$ cat config.mk
export PLATFORM = sky130hd
export DESIGN_NAME = itcm_loader_flat
export DESIGN_NICKNAME = d
export VERILOG_FILES = /design/src/rtl/itcm_loader_if.sv /design/src/rtl/itcm_loader.sv /design/src/flat_wrapper.sv
export SDC_FILE = /design/constraint.sdc
export NUM_CORES = 1
export LEC_CHECK = 0
export ABC_AREA = 1
export CAP_MARGIN = 5
export CORE_UTILIZATION = 53
export CTS_CLUSTER_DIAMETER = 80
export DETAILED_ROUTE_END_ITERATION = 10
export PLACE_DENSITY = 0.84
export SYNTH_ARGS = -nofsm -noshare
export SYNTH_HDL_FRONTEND = slang
export SYNTH_SLANG_ARGS = --single-unit
$ cat constraint.sdc
create_clock -name clk -period 2.6 [get_ports clk]
set_input_delay 0.78 -clock clk [delete_from_list [all_inputs] [get_ports clk]]
set_output_delay 0.78 -clock clk [all_outputs]
set_load 0.02 [all_outputs]
$ cat src/rtl/itcm_loader_if.sv
// Load-stream bundle between the boot source and the ITCM loader.
// The master drives words; the slave answers with ld_ready.
interface itcm_loader_if #(
    parameter int DW = 32
) ();
    logic          ld_valid;
    logic [DW-1:0] ld_data;
    logic          ld_last;
    logic          ld_ready;

    modport master (
        output ld_valid,
        output ld_data,
        output ld_last,
        input  ld_ready
    );

    modport slave (
        input  ld_valid,
        input  ld_data,
        input  ld_last,
        output ld_ready
    );
endinterface

$ cat src/rtl/itcm_loader.sv
// Streams a boot image into ITCM and holds the core in reset until
// the image is written and a fixed settle delay has elapsed.
module itcm_loader #(
    parameter int DW       = 32,
    parameter int DEPTH    = 1024,
    parameter int AW       = $clog2(DEPTH),
    parameter int HOLD_CYC = 4
) (
    input  logic          clk,
    input  logic          rst_n,
    itcm_loader_if.slave  ld,
    input  logic          reload,
    output logic          mem_we,
    output logic [AW-1:0] mem_addr,
    output logic [DW-1:0] mem_wdata,
    output logic          core_rst_n,
    output logic          done,
    output logic          err,
    output logic [DW-1:0] csum,
    output logic [AW:0]   wcount
);

    typedef enum logic [1:0] {
        LOAD  = 2'd0,
        DRAIN = 2'd1,
        HOLD  = 2'd2,
        RUN   = 2'd3
    } st_t;

    localparam logic [AW:0] LAST_ADDR = (AW+1)'(DEPTH - 1);
    localparam logic [7:0]  HOLD_END  = 8'(HOLD_CYC - 1);

    st_t        st;
    st_t        nxt;
    logic [7:0] hcnt;
    logic       acc;
    logic       at_end;
    logic       hold_done;

    assign acc       = ld.ld_valid && ld.ld_ready;
    assign at_end    = (wcount == LAST_ADDR);
    assign hold_done = (hcnt == HOLD_END);

    always_ff @(posedge clk or negedge rst_n) begin
        if (!rst_n) begin
            st <= LOAD;
        end else begin
            st <= nxt;
        end
    end

    always_comb begin
        nxt = st;
        unique case (st)
            LOAD: begin
                if (acc && ld.ld_last) begin
                    nxt = HOLD;
                end else if (acc && at_end) begin
                    nxt = DRAIN;
                end
            end
            DRAIN: begin
                if (acc && ld.ld_last) begin
                    nxt = HOLD;
                end
            end
            HOLD: begin
                if (hold_done) begin
                    nxt = RUN;
                end
            end
            RUN: begin
                if (reload) begin
                    nxt = LOAD;
                end
            end
            default: nxt = LOAD;
        endcase
    end

    always_comb begin
        ld.ld_ready = (st == LOAD) || (st == DRAIN);
        core_rst_n  = (st == RUN);
        done        = (st == RUN);
    end

    // The last word that fits still lands in memory; only the excess drains.
    always_ff @(posedge clk or negedge rst_n) begin
        if (!rst_n) begin
            mem_we    <= 1'b0;
            mem_addr  <= '0;
            mem_wdata <= '0;
            wcount    <= '0;
            csum      <= '0;
            err       <= 1'b0;
        end else begin
            mem_we <= 1'b0;
            if (st == LOAD && acc) begin
                mem_we    <= 1'b1;
                mem_addr  <= wcount[AW-1:0];
                mem_wdata <= ld.ld_data;
                wcount    <= wcount + 1'b1;
                csum      <= csum + ld.ld_data;
                if (!ld.ld_last && at_end) begin
                    err <= 1'b1;
                end
            end
            if (st == RUN && reload) begin
                wcount <= '0;
                csum   <= '0;
                err    <= 1'b0;
            end
        end
    end

    always_ff @(posedge clk or negedge rst_n) begin
        if (!rst_n) begin
            hcnt <= '0;
        end else if (st == HOLD && !hold_done) begin
            hcnt <= hcnt + 8'd1;
        end else begin
            hcnt <= '0;
        end
    end

endmodule

$ cat src/flat_wrapper.sv
// flat-port wrapper written by rule: the top's interface ports become plain ports
module itcm_loader_flat 
#(
    parameter int DW       = 32,
    parameter int DEPTH    = 1024,
    parameter int AW       = $clog2(DEPTH),
    parameter int HOLD_CYC = 4
)
  (clk, rst_n, reload, mem_we, mem_addr, mem_wdata, core_rst_n, done, err, csum, wcount, ld_ld_valid, ld_ld_data, ld_ld_last, ld_ld_ready);
  itcm_loader_if #(.DW(DW)) ld_i ();
  input  logic clk;
  input  logic rst_n;
  input  logic reload;
  output logic mem_we;
  output logic [AW-1:0] mem_addr;
  output logic [DW-1:0] mem_wdata;
  output logic core_rst_n;
  output logic done;
  output logic err;
  output logic [DW-1:0] csum;
  output logic [AW:0] wcount;
  input wire logic [$bits(ld_i.ld_valid)-1:0] ld_ld_valid;
  input wire logic [$bits(ld_i.ld_data)-1:0] ld_ld_data;
  input wire logic [$bits(ld_i.ld_last)-1:0] ld_ld_last;
  output wire logic [$bits(ld_i.ld_ready)-1:0] ld_ld_ready;
  assign ld_i.ld_valid = ld_ld_valid;
  assign ld_i.ld_data = ld_ld_data;
  assign ld_i.ld_last = ld_ld_last;
  assign ld_ld_ready = ld_i.ld_ready;
  itcm_loader #(.DW(DW), .DEPTH(DEPTH), .AW(AW), .HOLD_CYC(HOLD_CYC)) u_core (.clk(clk), .rst_n(rst_n), .ld(ld_i), .reload(reload), .mem_we(mem_we), .mem_addr(mem_addr), .mem_wdata(mem_wdata), .core_rst_n(core_rst_n), .done(done), .err(err), .csum(csum), .wcount(wcount));
endmodule
==> results.tsv <==
metric	value	unit
status	finished clean	
share of cells above drive strength 1	7.47	%
RSZ-0062 raised after global routing	false	
clk_lat worst skew	0.36	ns
DP HPWL	13300	um
H-tree lvl count	3	
CORE AREA	11500	um^2
Vias/cell	5.15	
CTS tree	done	
syn_area_per_cell	6.68	um^2
area leader, netlist	dfrtp_1	
Starting Density	54.8	%
total track usage	29.7	%
Synthesized Nets	1018	
port bufs	126	
worst reg2reg setup slack	0.66	ns
Worst Path Arrival	1.66	ns
startpoint class of the critical path	flip-flop	
remaining global-route overflow	0	
initial antenna violation count	0	
clock transition at the registers of the reported paths	0.07	ns
Max Used Layer	met4	
Overall Power	0.0103	W
Post-synth ARST share	100	%
final hold violation count	0	
1st-pass router iterations	4	
Critical Path RT	1.82	ns
Distinct cells, synth	37	
row count	39	
Worst Hold Class	in -> async	
Synth warnings	0	
Crit Path Class	reg -> out	
via count	6463	
post-synth top area share	38.6	%
Die Wd	111	um
overall routed net length	17300	um
met2 WL	7980	um
crit path max fanout	4	
IO Pins	127	
Slew @ Worst Pin	0.447	ns
Worst setup EP type	primary output	
Clock Path Buffers	2	
final-report setup violation count	0	
share of the yosys chip area belonging to registers	38.6	%
DR WL met3	1130	um
total power per unit cell area	1240	nW/um^2
Post-synth EDFFs	0	
Final min period	2.44	ns
first-pass GRT wire length	29200	um
post-synthesis register bit count	97	
Iteration-0 DRC Markers	502	
part of the cycle the worst path needs	93.9	%
Post-Syn Instances	942	
Layout Skew	0.00736	ns
worst rel slew slack	70.1	%
Max IR drop VDD	0.726	mV
total negative setup slack	0	ns
largest net degree at the start of global routing	56	
leakage power	4.58	nW
dpl ws	-0.178	ns
Slew Limit Fails	0	
CTS buffer count	9	
Synth area leaders	dfrtp_1 (39%), nand2_1 (25%), inv_1 (8.7%), ha_1 (7.6%), nor2_1 (3.5%)	
drt drc	0	
Met1 Wirelength	7860	um
Inserted Diodes	0	
Placer Congestion	0.928	
Final ANT Viol Nets	0	
FMAX	409	MHz
Syn Std Cell Area	6290	um^2
Layout area overhead	32.2	%
Final nets	1182	
vias in the first global route	6128	
root buffer cell	clkbuf_16	
post-route setup slack	0.157	ns
post-route non-filler standard cell count	1254	
# clock sinks	97	
die area	12300	um^2
Routed wire per std cell	13.8	um
Placed Cells	1238	
die outline height	111	um
Main synth FF type	dfrtp_1	
max-cap check violation count	0	
## logic make-up (layout without fill, tap and decap cells)
logic type	Yosys count	in the layout	synth area share, %
AND/OR/NAND/NOR	557	557	36.0
buffers and inverters	162	331	9.89
flip-flops	97	97	38.6
AO/OA/AOI/OAI	84	84	7.24
adder cells (fa/ha/maj)	39	39	7.88
XOR/XNOR	3	3	0.418
## final cells by class
cell class	count	area, um^2
Clock inverter	5	60.1
Timing Repair Buffer	168	1600
Sequential cell	97	2430
Clock buffer	11	253
Inverter	147	554
Fill cell	924	3150
Tap cell	143	179
Multi-Input combinational cell	683	3240
## what timing repair did
action,in CTS,in global routing
hold buffers,0,0
endpoints found under the hold margin,0,0
resized for setup,1,1
endpoints found under the setup margin,1,1
setup buffers,0,0
pin swaps,0,0
## critical path, cell delays in order (launching register included)
cell and delay, ns:
dfrtp_1 0.41, inv_1 0.11, ha_1 0.25, nor2_1 0.14
inv_1 0.08, dlygate4sd2_1 0.32
## worst paths after layout
| kind | startpoint | to | cells past startpoint |
|---|---|---|---|
| setup / recovery | u_core.st[0] | ld_ld_ready | 5 |
| setup reg to reg | u_core.csum[0] | u_core.csum[30] | 11 |
| hold / removal | rst_n | u_core.hcnt[2] | 1 |
| min in group clk | u_core.mem_wdata[20] | u_core.mem_wdata[20] | 2 |
| max in group asynchronous | rst_n | u_core.mem_wdata[27] | 2 |
| hold reg to reg | u_core.mem_wdata[20] | u_core.mem_wdata[20] | 2 |
## sequential cells by signal, indices dropped and copies added, names as in the netlist
register and cells:
u_core.csum 32, u_core.err 1, u_core.hcnt 8, u_core.mem_addr 10, u_core.mem_wdata 32, u_core.mem_we 1, u_core.st 2, u_core.wcount 11
## through the flow
stage               hold slack (ns)  area [um^2]  utilization, %
floorplan                     0.452         6290               -
global placement              0.461         8000            69.8
detailed placement            0.465         8000            69.8
CTS                           0.289         8310            72.5
global route                  0.299         8310            72.5
finish                        0.285         8310            72.5
## synth_stat cells, types with 2 or more instances
master	instances
nand2_1	412
inv_1	146
dfrtp_1	97
nor2_1	59
nand3_1	42
a21oi_1	41
ha_1	38
o21ai_0	25
nor3_1	12
nand2_2	8
clkbuf_1	7
nor2_2	7
o21ai_1	6
nand4_1	5
buf_1	3
buf_2	3
o21bai_1	3
a22o_1	2
a31oi_1	2
a32o_1	2
buf_4	2
nand3_2	2
nand3b_1	2
or2_2	2
xnor2_1	2
## per-layer routing
metal	vias to the layer above	GRT usage, %
met5	-	0
met2	242	48.9
li1	3230	-
met4	0	11.3
met1	2963	39.6
met3	28	4.26
## where the power goes
group	total (W)	switching, W	internal (W)	leakage (nW)
Sequential	0.00264	0.000497	0.00214	1.23
Clock	0.00141	0.000606	0.000806	0.158
Combinational	0.00628	0.00367	0.00261	3.19
## cells in the final DEF (no fill, tap or decap), types with 3 or more instances in the layout
cell type,netlist,layout
o21ai_0,25,25
a21oi_1,41,41
nand2_2,8,8
nor2_2,7,8
nand4_1,5,5
nor3_1,12,12
clkdlybuf4s50_1,0,124
dfrtp_1,97,97
inv_1,146,146
clkbuf_16,0,9
ha_1,38,38
nand2_1,412,412
nor2_1,59,58
o21bai_1,3,3
o21ai_1,6,6
nand3_1,42,42
buf_4,2,41
Power figures use the tool's default switching activity.
